==> src/rtl/countdown_timer_pkg.sv <==
// Shared types and BCD helpers for the countdown timer controller.
// States, field limits, sw clamping and single-field decrement-with-borrow.
package countdown_timer_pkg;

   typedef enum logic [2:0] {IDLE, SET, RUN, PAUSE, ALARM} state_t;

   localparam logic [7:0] FIELD_MAX_LOW = 8'h59;
   localparam logic [7:0] FIELD_MAX_TOP = 8'h99;

   // Clamp a raw {tens, units} switch value to a valid field value.
   function automatic logic [7:0] bcd_clamp(input logic [7:0] v, input logic top);
      logic [3:0] tens_max;
      logic [3:0] tens;
      logic [3:0] units;
      tens_max = top ? FIELD_MAX_TOP[7:4] : FIELD_MAX_LOW[7:4];
      tens     = (v[7:4] > tens_max) ? tens_max : v[7:4];
      units    = (v[3:0] > FIELD_MAX_TOP[3:0]) ? FIELD_MAX_TOP[3:0] : v[3:0];
      return {tens, units};
   endfunction

   // Decrement one field; a field at 00 wraps to 59 (caller propagates the borrow).
   function automatic logic [7:0] bcd_dec(input logic [7:0] v);
      if (v == '0)
         return FIELD_MAX_LOW;
      if (v[3:0] == '0)
         return {v[7:4] - 4'd1, 4'd9};
      return {v[7:4], v[3:0] - 4'd1};
   endfunction

endpackage

==> src/rtl/countdown_timer_ctrl_tick_gen.sv <==
// One-second tick prescaler and alarm flash divider for countdown_timer_ctrl.
// Each counter is held at zero while its enable is low, so it restarts on enable.
module tick_gen #(
   parameter int unsigned CLK_HZ    = 50_000_000,
   parameter int unsigned FLASH_DIV = 4
) (
   input  logic clk,
   input  logic rst,
   input  logic tick_en,
   input  logic flash_en,
   output logic tick,
   output logic flash_toggle
);

   localparam int unsigned W = $clog2(CLK_HZ);
   localparam logic [W-1:0] TICK_LAST  = W'(CLK_HZ - 1);
   localparam logic [W-1:0] FLASH_LAST = W'(CLK_HZ / FLASH_DIV - 1);

   logic [W-1:0] tick_cnt;
   logic [W-1:0] flash_cnt;

   always_ff @(posedge clk or posedge rst) begin
      if (rst) begin
         tick_cnt  <= '0;
         flash_cnt <= '0;
      end else begin
         if (!tick_en || tick_cnt == TICK_LAST)
            tick_cnt <= '0;
         else
            tick_cnt <= tick_cnt + W'(1);
         if (!flash_en || flash_cnt == FLASH_LAST)
            flash_cnt <= '0;
         else
            flash_cnt <= flash_cnt + W'(1);
      end
   end

   assign tick         = tick_en && (tick_cnt == TICK_LAST);
   assign flash_toggle = flash_en && (flash_cnt == FLASH_LAST);

endmodule

==> src/rtl/countdown_timer_ctrl.sv <==
// Multi-field BCD countdown timer controller: set/run/pause/alarm FSM.
// Optional TIMER_AUTO_RELOAD_EN restores the last set time when leaving ALARM.
module countdown_timer_ctrl
   import countdown_timer_pkg::*;
#(
   parameter int unsigned CLK_HZ    = 50_000_000,
   parameter int unsigned FIELDS    = 2,
   parameter int unsigned FLASH_DIV = 4
) (
   input  logic                  clk,
   input  logic                  reset,
   input  logic                  set_p,
   input  logic                  start_stop_p,
   input  logic [7:0]            sw,
   output logic [8*FIELDS-1:0]   time_bcd,
   output logic [1:0]            edit_field,
   output logic                  running,
   output logic                  alarm,
   output logic                  flash
);

   localparam logic [1:0] TOP_FIELD = 2'(FIELDS - 1);

   state_t              state;
   logic [8*FIELDS-1:0] fields;
   logic [8*FIELDS-1:0] dec_time;
   logic [8*FIELDS-1:0] committed;
   logic [8*FIELDS-1:0] preview_next;
   logic                dec_zero;
   logic                borrow;
   logic                edit_is_top;
   logic [1:0]          edit_next;
   logic [7:0]          cur_clamp;
   logic [7:0]          nxt_clamp;
   logic                tick;
   logic                flash_toggle;
`ifdef TIMER_AUTO_RELOAD_EN
   logic [8*FIELDS-1:0] reload;
`endif

   tick_gen #(
      .CLK_HZ   (CLK_HZ),
      .FLASH_DIV(FLASH_DIV)
   ) u_tick_gen (
      .clk         (clk),
      .rst         (reset),
      .tick_en     (state == RUN),
      .flash_en    (state == ALARM),
      .tick        (tick),
      .flash_toggle(flash_toggle)
   );

   always_comb begin
      borrow   = 1'b1;
      dec_time = fields;
      for (int unsigned i = 0; i < FIELDS; i++) begin
         if (borrow)
            dec_time[8*i +: 8] = bcd_dec(fields[8*i +: 8]);
         borrow = borrow && (fields[8*i +: 8] == '0);
      end
      dec_zero = (dec_time == '0);

      // committed: fields with the edited field replaced by live sw; also the SET preview.
      edit_is_top  = (edit_field == TOP_FIELD);
      edit_next    = edit_field + 2'd1;
      cur_clamp    = bcd_clamp(sw, edit_is_top);
      nxt_clamp    = bcd_clamp(sw, edit_next == TOP_FIELD);
      committed    = fields;
      for (int unsigned i = 0; i < FIELDS; i++)
         if (2'(i) == edit_field)
            committed[8*i +: 8] = cur_clamp;
      preview_next = committed;
      for (int unsigned i = 0; i < FIELDS; i++)
         if (2'(i) == edit_next)
            preview_next[8*i +: 8] = nxt_clamp;
   end

   always_ff @(posedge clk or posedge reset) begin
      if (reset) begin
         state      <= IDLE;
         fields     <= '0;
         time_bcd   <= '0;
         edit_field <= '0;
         running    <= 1'b0;
         alarm      <= 1'b0;
         flash      <= 1'b0;
`ifdef TIMER_AUTO_RELOAD_EN
         reload     <= '0;
`endif
      end else begin
         case (state)
            IDLE: begin
               if (start_stop_p) begin
                  if (fields != '0) begin
                     state   <= RUN;
                     running <= 1'b1;
                  end
               end else if (set_p) begin
                  state      <= SET;
                  edit_field <= '0;
                  time_bcd   <= committed;
               end
            end
            SET: begin
               if (set_p) begin
                  fields <= committed;
`ifdef TIMER_AUTO_RELOAD_EN
                  reload <= committed;
`endif
                  if (edit_is_top) begin
                     state      <= IDLE;
                     edit_field <= '0;
                     time_bcd   <= committed;
                  end else begin
                     edit_field <= edit_next;
                     time_bcd   <= preview_next;
                  end
               end else begin
                  time_bcd <= committed;
               end
            end
            RUN: begin
               if (start_stop_p) begin
                  state   <= PAUSE;
                  running <= 1'b0;
               end else if (tick) begin
                  fields   <= dec_time;
                  time_bcd <= dec_time;
                  if (dec_zero) begin
                     state   <= ALARM;
                     running <= 1'b0;
                     alarm   <= 1'b1;
                     flash   <= 1'b1;
                  end
               end
            end
            PAUSE: begin
               if (start_stop_p) begin
                  state   <= RUN;
                  running <= 1'b1;
               end else if (set_p) begin
                  state <= IDLE;
               end
            end
            ALARM: begin
               if (set_p || start_stop_p) begin
                  state <= IDLE;
                  alarm <= 1'b0;
                  flash <= 1'b0;
`ifdef TIMER_AUTO_RELOAD_EN
                  fields   <= reload;
                  time_bcd <= reload;
`endif
               end else if (flash_toggle) begin
                  flash <= ~flash;
               end
            end
            default: state <= IDLE;
         endcase
      end
   end

endmodule

==> config.mk <==
export PLATFORM = sky130hd
export DESIGN_NAME = countdown_timer_ctrl
export DESIGN_NICKNAME = d
export VERILOG_FILES = /design/src/rtl/countdown_timer_pkg.sv /design/src/rtl/countdown_timer_ctrl_tick_gen.sv /design/src/rtl/countdown_timer_ctrl.sv
export SDC_FILE = /design/constraint.sdc
export NUM_CORES = 1
export LEC_CHECK = 0
export CAP_MARGIN = 20
export CORE_MARGIN = 4
export CORE_UTILIZATION = 65
export DETAILED_ROUTE_END_ITERATION = 7
export PLACE_DENSITY = 0.95
export SLEW_MARGIN = 20
export SYNTH_ARGS = -nofsm -noshare
export SYNTH_HDL_FRONTEND = slang
export SYNTH_SLANG_ARGS = --single-unit
==> constraint.sdc <==
create_clock -name clk -period 8.4 [get_ports clk]
set_input_delay 1.26 -clock clk [delete_from_list [all_inputs] [get_ports clk]]
set_output_delay 1.26 -clock clk [all_outputs]
set_load 0.02 [all_outputs]
==> impl_results.md, run 1 <==
- Outcome: finished, final reports clean
- Worst setup EP type: flop
- Iteration-0 DRC count of the detailed router: 511
- Register bit count reported by yosys: 92
- Post-CTS Setup Bufs: 0
- # rows: 33
- PortBufs: 32
- CTS Root Cell: clkbuf_8
- Final TNS setup: 0 ps
- Hold-fix buffers, CTS: 0
- Total CTS buffers: 9
- Worst path slowest cell: clkdlybuf4s50_1
- CTS tree: done
- Die area: 9890 sq um
- Seq/Total Area, Yosys: 0.424
- VDD IR-drop max: 0.167 mV
- Core area: 8180 sq um
- Average size of a mapped cell: 8.61 sq um
- Worst path max stage delay: 590 ps
- Top_reg_cell synth: dfrtp_1
- Overall Global Routing Usage: 0.271
- Layout cells sized above 1: 0.0640
- Largest net degree at the start of global routing: 93
- Relative slew slack: 0.366
- PostCTS Resize Cnt: 0
- Worst Tran Pin Value: 942 ps
- Clk sink count: 92
- Fmax: 306 MHz
- Cells after DPL: 744
- Area grow syn2layout: 11.0%
- Vias in the first global route: 4641
- Yosys cell types: 66
- Slew Limit Fails: 0
- Post-synth EDFFs: 0
- Setup violators final: 0
- CP Class: in -> reg
- Async set or reset register ratio after synthesis: 1.00
- Type of the most critical hold path: reg -> reg
- H-tree depth: 3
- PwrDens: 299 nW/um^2
- Unrepaired setup endpoints after global routing: false
- DP Worst Slack: 4710 ps
- Synth Cell Area: 5430 sq um
- Worst R2R Path Depth: 8
- Initial antenna violation count: 0
- Die W: 99.4 um
- Fin Clk Skew: 15.3 ps
- WP data required: 8660 ps
- GPL Wtd Cong: 0.935
- Routed len/inst: 17.1 um
- Vias per Instance: 6.45
- Peak fanout along the critical path: 10
- Final wirelength: 13000 um
- DP HPWL: 9090 um
- CP Launch Type: input pin
- Initial Util: 0.665
- Worst setup margin: 5130 ps
- Total Power: 1.80 mW
- Max Cap Violations: 0
- Non-filler instance count after layout: 761
- GR Overflow Total: 0
- Post-route ant nets: 0
- Vias post-DR: 4909
- # diodes: 0
- Final Util: 0.738
- Critical path arrival: 3520 ps
- First-pass GRT wire length: 22100 um
- Drt drc: 0
- Drt first pass iters: 5
- Final Hold Vio Count: 0
- Worst Hold Depth: 1
- CTS Buffer Depth: 2
- Final worst path period need: 3270 ps
- Worst skew pair latency: 370 ps
- Die height: 99.4 um
- Clock Pin Slew Worst Setup and Hold Paths: 100 ps
- Nets: 672
- Fin crit share: 0.389
- Ys Warns: 0
- Syn_nets: 652
- IO Pins: 33
- CP cell instances: clkdlybuf4s50_1 -> nor4bb_1 -> buf_4 -> and3_1 -> nor2_1 -> a22o_2 -> a221oi_1 -> a21oi_1
- Leak Pwr: 2.41 nW
- Mapped Cells: 631
[power by group]
part | total [mW] | switching (mW) | internal, mW
clock | 0.298 | 0.170 | 0.128
sequential | 0.654 | 0.120 | 0.533
combinational | 0.853 | 0.511 | 0.342
[placed cells by master (no fill, tap or decap), drive strengths merged, types with 7 or more instances in the layout]
cell / count
nor2: 104
dfrtp: 92
nand2: 50
a21oi: 39
nand3: 37
o21ai: 36
clkdlybuf4s50: 32
xor2: 31
inv: 22
xnor2: 18
nor3: 14
nand4: 12
and3: 11
clkbuf: 11
nor4: 10
a31oi: 9
ha: 9
a211oi: 8
or3: 7
nor3b: 7
[through the flow]
| step | instance area (sq um) | hold slack [ps] |
|---|---|---|
| after floorplan | 5430 | 425 |
| after global routing | 6030 | 529 |
| final | 6030 | 492 |
| after detailed placement | 5820 | 479 |
| after global placement | 5820 | 438 |
| after CTS | 6010 | 490 |
[kinds of logic (layout without fill, tap and decap cells)]
family                   count (synthesis)  in the layout  synth area share
AND/OR/NAND/NOR                        292            292             0.274
multiplexers                             8              8            0.0152
flip-flops                              92             92             0.424
AO/OA/AOI/OAI                          131            131             0.151
XOR/XNOR                                49             49            0.0790
buffers and inverters                   50             75            0.0371
adder cells (fa/ha/maj)                  9              9            0.0207
[synth_stat cells (3+ instances only)]
master | n | area, sq um
nor4_1 | 10 | 62.6
nor2b_1 | 6 | 37.5
and3_1 | 11 | 68.8
inv_1 | 20 | 75.1
a2bb2oi_1 | 4 | 35.0
o22ai_1 | 4 | 25.0
and4_1 | 4 | 35.0
clkbuf_1 | 23 | 86.3
mux2i_1 | 6 | 60.1
nand2b_1 | 5 | 31.3
a31oi_1 | 9 | 56.3
o211ai_1 | 4 | 30.0
xor2_1 | 31 | 272
nor2_1 | 104 | 390
dfrtp_1 | 92 | 2300
o21ai_0 | 35 | 175
or3_1 | 6 | 37.5
nor3b_1 | 6 | 45.0
ha_1 | 9 | 113
nand3_1 | 36 | 180
nand2_1 | 50 | 188
nor4b_1 | 4 | 35.0
a22o_1 | 4 | 35.0
buf_2 | 5 | 25.0
or2_2 | 4 | 25.0
nand4_1 | 12 | 75.1
xnor2_1 | 18 | 158
nor4bb_1 | 4 | 40.0
nor3_1 | 14 | 70.1
o21bai_1 | 3 | 22.5
a211oi_1 | 8 | 60.1
a21oi_1 | 39 | 195
[sequential cells by signal, summed over array words and instances (netlist names)]
name	flops
time_bcd	16
running	1
alarm	1
fields	16
flash	1
edit_field	2
u_tick_gen.tick_cnt	26
u_tick_gen.flash_cnt	26
state	3
[path summary, 6_finish.rpt]
path | from | endpoint | slack, ps
worst max-delay path | set_p | time_bcd[2] | 5130
worst min-delay path | u_tick_gen.tick_cnt[0] | u_tick_gen.tick_cnt[0] | 490
worst max register to register | fields[5] | state[1] | 5390
worst min register to register | u_tick_gen.tick_cnt[0] | u_tick_gen.tick_cnt[0] | 490
max in group asynchronous | reset | time_bcd[11] | 6390
min in group asynchronous | reset | u_tick_gen.tick_cnt[21] | 1410
[layer usage]
| metal | global-route usage | vias up | share of wire | routed length [um] |
|---|---|---|---|---|
| met3 | 0.0519 | 44 | 0.079 | 1020 |
| met4 | 0.0767 | 0 | 0.022 | 291 |
| met1 | 0.374 | 2338 | 0.41 | 5310 |
| met5 | 0 | - | 0 | 0 |
| met2 | 0.438 | 231 | 0.49 | 6390 |
| li1 | - | 2296 | - | - |
[area by class of cell]
type / count / area (sq um)
Fill cell: 575 / 2140
Tap cell: 105 / 131
Inverter: 21 / 80.1
Clock buffer: 11 / 151
Multi-Input combinational cell: 489 / 2950
Timing Repair Buffer: 38 / 377
Clock inverter: 5 / 42.5
Sequential cell: 92 / 2300
[critical path, delay by kind of cell]
family	cells	cell delay, ps
buffers and inverters	2	790
AO/OA/AOI/OAI	3	630
AND/OR/NAND/NOR	3	820
(Power assumes the default switching activity.)
==> inputs of run 2 (changes only) <==
Settings changed: CORE_UTILIZATION 65 to 54, PLACE_DENSITY 0.95 to 0.85.
Clock period 8.4 ns to 2.9 ns, I/O delays scaled along.
==> run 2 against run 1 <==
Compared with the run above:
- worst setup slack got worse by 4900 ps
- flip-flop and latch count did not move
- via count rose by 0.53%
- clock-buffer cell count fell by 1
- critical path depth down 2
- final area rose by 2.4%
- largest cell class unchanged
- highest routed layer unchanged
==> impl_results.md, run 2 (synthesis gave the netlist of run 1 again) <==
- Most common cell after layout, fill and taps aside: nor2_1 (unchanged)
- Die W: 108 um (was 99.4 um)
- Slew Limit Fails: 0 (unchanged)
- Biggest regs: u_tick_gen.flash_cnt: 26 flops, u_tick_gen.tick_cnt: 26 flops (unchanged)
- VDD IR-drop max: 0.466 mV (was 0.167 mV)
- CP cell instances: or4_1 -> nor4_1 -> mux2i_1 -> nand4b_1 -> or4_4 -> nand3_1 (was clkdlybuf4s50_1 -> nor4bb_1 -> buf_4 -> and3_1 -> nor2_1 -> a22o_2 -> a221oi_1 -> a21oi_1)
- GR Overflow Total: 0 (unchanged)
- Worst setup EP type: flop (unchanged)
- Final Hold Vio Count: 0 (unchanged)
- Worst path max stage delay: 590 ps (about the same)
- Post-route ant nets: 0 (unchanged)
- CP Class: reg -> reg (was in -> reg)
- R2r setup slk: 230 ps (was 5390 ps)
- Worst Hold Depth: 1 (unchanged)
- Total CTS buffers: 9 (unchanged)
- Unrepaired setup endpoints after global routing: false (unchanged)
- RR Endpoint: flash (was state[1])
- Nets: 685 (was 672)
- WP data required: 3200 ps (was 8660 ps)
- CP Launch Type: flop (was input pin)
- Vias per Instance: 6.15 (was 6.45)
- Final wirelength: 13600 um (was 13000 um)
- CTS Buffer Depth: 2 (unchanged)
- Peak fanout along the critical path: 9 (was 10)
- Drt drc: 0 (unchanged)
- Worst path slowest cell: or4_4 (was clkdlybuf4s50_1)
- Most frequent cells in the layout: nor2_1 (104), dfrtp_1 (92), nand2_1 (50), a21oi_1 (39), nand3_1 (36) (unchanged)
- IO Pins: 33 (unchanged)
- Vias post-DR: 4935 (was 4909)
- Hold_sp: u_tick_gen.tick_cnt[0] (unchanged)
- CTS tree: done (unchanged)
- Leak Pwr: 2.48 nW (was 2.41 nW)
- Worst Tran Pin Value: 755 ps (was 942 ps)
- Setup violators final: 0 (unchanged)
- CTS Root Cell: clkbuf_8 (unchanged)
- Largest net degree at the start of global routing: 43 (was 93)
- PortBufs: 32 (unchanged)
- Final Util: 0.632 (was 0.738)
- Relative slew slack: 0.496 (was 0.366)
- First-pass GRT wire length: 23500 um (was 22100 um)
- Die height: 108 um (was 99.4 um)
- WHS Endpoint: u_tick_gen.tick_cnt[0] (unchanged)
- PwrDens: 871 nW/um^2 (was 299 nW/um^2)
- Outcome: finished, final reports clean (unchanged)
- Clock Pin Slew Worst Setup and Hold Paths: 100 ps (about the same)
- Overall Global Routing Usage: 0.248 (was 0.271)
- Routed len/inst: 17.0 um (was 17.1 um)
- Iteration-0 DRC count of the detailed router: 448 (was 511)
- Worst R2R Path Depth: 6 (was 8)
- Fmax: 375 MHz
- Initial antenna violation count: 0 (unchanged)
- Type of the most critical hold path: reg -> reg (unchanged)
- Initial Util: 0.556 (was 0.665)
- Layout cells sized above 1: 0.0837 (was 0.0640)
- Drt first pass iters: 5 (unchanged)
- Worst skew pair latency: 370 ps (about the same)
- Worst setup margin: 231 ps (was 5130 ps)
- GPL Wtd Cong: 0.924 (was 0.935)
- Crit Reg-Reg Startpoint: fields[2] (was fields[5])
- Fin Clk Skew: 11.4 ps (was 15.3 ps)
- Core area: 9770 sq um (was 8180 sq um)
- Final TNS setup: 0 ps (unchanged)
- Area grow syn2layout: 13.7% (was 11.0%)
- H-tree depth: 3 (unchanged)
- DP HPWL: 9810 um (was 9090 um)
- # diodes: 0 (unchanged)
- DP Worst Slack: 131 ps (was 4710 ps)
- Critical path arrival: 2970 ps (was 3520 ps)
- Clk sink count: 92 (unchanged)
- # rows: 36 (was 33)
- Fin crit share: 0.920
- Post-CTS Setup Bufs: 0 (unchanged)
- Final worst path period need: 2670 ps
- Max Cap Violations: 0 (unchanged)
- Vias in the first global route: 4871 (was 4641)
- Die area: 11700 sq um (was 9890 sq um)
## run 2: cell types whose count changed in the layout (fill, tap and decap cells not counted), sizes merged
cell    delta
clkbuf     -1
buf       +13
inv        +1
clkinv     -1
bufinv     +1
## run 2: worst max-delay path by stage
stage | from | to | slack [ps] | depth (start not counted)
5_1_grt | edit_field[1] | time_bcd[4] | 40 | 10
3_5_place_dp | fields[8] | flash | 130 | 8
3_3_place_gp | fields[8] | flash | 250 | 8
6_report | fields[2] | flash | 230 | 6
4_1_cts | fields[8] | state[2] | 110 | 8
2_1_floorplan | reset | alarm | 70 | 1
## run 2: critical path: cells and delay by family, from the launching register on
| kind | cells | cell delay [ps] |
|---|---|---|
| muxes | 1 | 380 |
| and+or+nand+nor | 5 | 1760 |
| DFF | 1 | 470 |
## run 2: cell type report
cell class / instances / area [sq um]
flip-flops and latches: 92 / 2300
clock inverters: 6 / 76.3
well taps: 133 / 166
repair buffers: 51 / 463
fillers: 823 / 3590
inverters: 21 / 80.1
clock buffers: 10 / 138
multi-input cells: 489 / 2950
## run 2: report_power, final
part | switching (mW) | leakage (nW) | total [mW] | internal [mW]
logic | 1.51 | 1.17 | 2.54 | 1.04
clock network | 0.507 | 0.110 | 0.946 | 0.440
registers | 0.351 | 1.20 | 1.90 | 1.54
total | 2.36 | 2.48 | 5.39 | 3.02
## run 2: per-stage QoR
stage                     cell area (sq um)  total power, mW  std cells  hold WS (ps)
after floorplan                        5430             3.55        631           425
after global placement                 5960             4.29        786           442
after detailed placement               5960             4.38        786           454
after CTS                              6170             5.34        802           468
after global routing                   6180             5.76        802           508
final                                  6180             5.39        802           464
## run 2: repair_timing
item	CTS	global route
resized for setup	0	1
setup endpoints to repair	0	7
hold buffers	0	0
## run 2: per-layer routing
metal	up-vias	GRT usage	wire (um)
met1	2363	0.338	5860
met4	0	0.0803	320
met5	-	0	0
met3	34	0.0531	973
li1	2325	-	-
met2	213	0.396	6470
==> inputs of run 3 (changes only) <==
Settings changed: CORE_UTILIZATION 54 to 55, PLACE_DENSITY 0.85 to 0.86, SYNTH_HIERARCHICAL set to 1.
==> run 3 against run 2 <==
Compared with the run above:
- total power increased by 3.6%
- non-clock buffer count up 11
- register-to-register slack got worse by 120 ps
- via count rose by 11%
- synthesized cell count rose by 7.4%
==> impl_results.md, run 3 <==
- Area grow syn2layout: 13.6% (was 13.7%)
- Cells after DPL: 832 (was 786)
- Post-synth EDFFs: 0 (unchanged)
- Seq/Total Area, Yosys: 0.397 (was 0.424)
- Largest net degree at the start of global routing: 41 (was 43)
- Relative slew slack: 0.538 (was 0.496)
- Outcome: finished, final reports clean (unchanged)
- Drt first pass iters: 5 (unchanged)
- Core area: 10300 sq um (was 9770 sq um)
- CTS Root Cell: clkbuf_8 (unchanged)
- Layout cells sized above 1: 0.115 (was 0.0837)
- Syn_nets: 700 (was 652)
- GPL Wtd Cong: 0.946 (was 0.924)
- Initial Util: 0.562 (was 0.556)
- Worst setup EP type: flop (unchanged)
- Crit Reg-Reg Startpoint: u_tick_gen/tick_cnt[12] (was fields[2])
- Synth top area share: 0.397 (was 0.424)
- Fmax: 359 MHz (was 375 MHz)
- Critical path arrival: 3050 ps (was 2970 ps)
- First-pass GRT wire length: 25200 um (was 23500 um)
- Iteration-0 DRC count of the detailed router: 465 (was 448)
- Overall Global Routing Usage: 0.244 (was 0.248)
- Initial antenna violation count: 0 (unchanged)
- VDD IR-drop max: 0.397 mV (was 0.466 mV)
- Post-route ant nets: 0 (unchanged)
- Leak Pwr: 2.51 nW (was 2.48 nW)
- Synth cell count leaders: dfrtp_1 (92), nor2_1 (82), a21oi_1 (63) (was nor2_1 (104), dfrtp_1 (92), nand2_1 (50))
- GR Overflow Total: 0 (unchanged)
- Non-filler instance count after layout: 852 (was 802)
- CP Class: reg -> reg (unchanged)
- R2r setup slk: 110 ps (was 230 ps)
- CTS tree: done (unchanged)
- Die W: 111 um (was 108 um)
- CP Launch Type: flop (unchanged)
- Ys Warns: 6 (was 0)
- Fin Clk Skew: 12.4 ps (was 11.4 ps)
- Vias post-DR: 5460 (was 4935)
- # rows: 37 (was 36)
- Async set or reset register ratio after synthesis: 1.00 (unchanged)
- Crit. Startpoint: u_tick_gen/tick_cnt[12] (was fields[2])
- H-tree depth: 3 (unchanged)
- Final worst path period need: 2790 ps (was 2670 ps)
- Fin crit share: 0.961 (was 0.920)
- Worst Tran Pin Value: 691 ps (was 755 ps)
- Yosys cell types: 76 (was 66)
- Hold-fix buffers, CTS: 0 (unchanged)
- Die height: 111 um (was 108 um)
- Peak fanout along the critical path: 15 (was 9)
- Area leader, netlist: dfrtp_1 (unchanged)
- Die area: 12300 sq um (was 11700 sq um)
- Biggest regs: u_tick_gen/flash_cnt: 26 flops, u_tick_gen/tick_cnt: 26 flops (was u_tick_gen.flash_cnt: 26 flops, u_tick_gen.tick_cnt: 26 flops)
- Mapped Cells: 678 (was 631)
- Nets: 733 (was 685)
- Worst skew pair latency: 380 ps (was 370 ps)
- PortBufs: 32 (unchanged)
- IO Pins: 33 (unchanged)
- WP data required: 3170 ps (was 3200 ps)
- Routed len/inst: 17.4 um (was 17.0 um)
- Synth area leaders: dfrtp_1 (40%), a21oi_1 (5.4%), nor2_1 (5.3%) (was dfrtp_1 (42%), nor2_1 (7.2%), xor2_1 (5.0%))
- DP HPWL: 10400 um (was 9810 um)
- Final Util: 0.638 (was 0.632)
- Setup violators final: 0 (unchanged)
- Synth Cell Area: 5800 sq um (was 5430 sq um)
- Clk sink count: 92 (unchanged)
- PwrDens: 847 nW/um^2 (was 871 nW/um^2)
- Drt drc: 0 (unchanged)
- Most common cell in the synthesized netlist: dfrtp_1 (was nor2_1)
- Average size of a mapped cell: 8.56 sq um (was 8.61 sq um)
- Final Hold Vio Count: 0 (unchanged)
- Clock Pin Slew Worst Setup and Hold Paths: 100 ps (about the same)
- Vias per Instance: 6.41 (was 6.15)
- Total CTS buffers: 9 (unchanged)
- Final wirelength: 14800 um (was 13600 um)
- Vias in the first global route: 5311 (was 4871)
- Register bit count reported by yosys: 92 (unchanged)
- Top_reg_cell synth: dfrtp_1 (unchanged)
- Fillcell total: 829 (was 823)
- # diodes: 0 (unchanged)
- Final TNS setup: 0 ps (unchanged)
- Type of the most critical hold path: in -> async (was reg -> reg)
- Most frequent cells in the layout: dfrtp_1 (92), nor2_1 (81), a21oi_1 (63), nand2_1 (51), o21ai_0 (38) (was nor2_1 (104), dfrtp_1 (92), nand2_1 (50), a21oi_1 (39), nand3_1 (36))
- Max Cap Violations: 0 (unchanged)
- Most common cell after layout, fill and taps aside: dfrtp_1 (was nor2_1)
- CTS Buffer Depth: 2 (unchanged)
- Slew Limit Fails: 0 (unchanged)
==> run 3: cell types whose count changed in the layout (fill, tap and decap cells not counted), moves of 4 or more <==
cell / previous run / this run
and3_1: 11 / 6
or4_1: 1 / 18
nor2_1: 104 / 81
or3_1: 6 / 10
buf_4: 19 / 28
a211oi_1: 8 / 4
a21oi_1: 39 / 63
nand3_1: 36 / 27
xor2_1: 31 / 13
nor4bb_1: 4 / 0
a31oi_1: 9 / 17
o31ai_1: 1 / 18
==> run 3: cell families (layout without fill, tap and decap cells) <==
family	Yosys count	in the layout	share of synthesized area
and+or+nand+nor	288	288	0.267
AOI/OAI and AO/OA	189	189	0.211
DFF	92	92	0.397
buffers and inverters	64	102	0.0489
xor gates and xnor gates	28	28	0.0423
adders and majority gates	10	10	0.0216
muxes	7	7	0.0129
==> run 3: worst max-delay path, cell delays in order, from the launching register on <==
cell and delay [ps]:
dfrtp_1 400, nand4_1 200, or4_4 490, nor4_2 270
and2_4 190, inv_1 70, o32a_1 380, nor2_4 180
buf_12 170, mux2_2 330
==> run 3: layout make-up <==
cell class              instances  area [sq um]  share of cell area
repair buffers                 62           576              0.0873
well taps                     136           170              0.0258
flip-flops and latches         92          2300               0.349
inverters                      24          90.1              0.0137
multi-input cells             522          3240               0.491
clock inverters                 7          91.3              0.0139
clock buffers                   9           124              0.0188
==> run 3: path summary, 6_finish.rpt <==
check	end	cells after the start
setup / recovery	time_bcd[10]	9
hold / removal	u_tick_gen/tick_cnt[7]	2
setup reg to reg	time_bcd[10]	9
hold reg to reg	u_tick_gen/flash_cnt[0]	1
max in group asynchronous	u_tick_gen/flash_cnt[25]	3
min in group clk	u_tick_gen/flash_cnt[0]	1
==> run 3: report_power, final <==
group | switching [mW] | internal (mW) | total (mW) | leakage (nW)
clock | 0.537 | 0.424 | 0.961 | 0.107
combinational | 1.56 | 1.16 | 2.73 | 1.21
sequential | 0.341 | 1.55 | 1.89 | 1.19
==> run 3: metrics by stage <==
stage / hold WS (ps) / power (mW) / setup WS (ps) / instance area (sq um)
detailed placement: 470 / 4.55 / 50.7 / 6310
floorplan: 433 / 3.72 / 31.9 / 5800
CTS: 478 / 5.52 / 33.4 / 6530
finish: 472 / 5.58 / 113 / 6590
global placement: 445 / 4.46 / 162 / 6310
global route: 497 / 5.96 / -7.47 / 6590
==> run 3: per-layer routing <==
metal  GRT usage  routed length [um]  up-vias
met1       0.315                6060     2647
met5           0                   0        -
met4      0.0944                 318        0
met3      0.0475                1030       33
met2       0.405                7400      229
li1            -                   -     2551
==> run 3: timing repair <==
| action | 4_1_cts | 5_1_grt |
|---|---|---|
| resized for setup | 0 | 5 |
| setup endpoints to repair | 0 | 5 |
| buffers inserted | 0 | 3 |
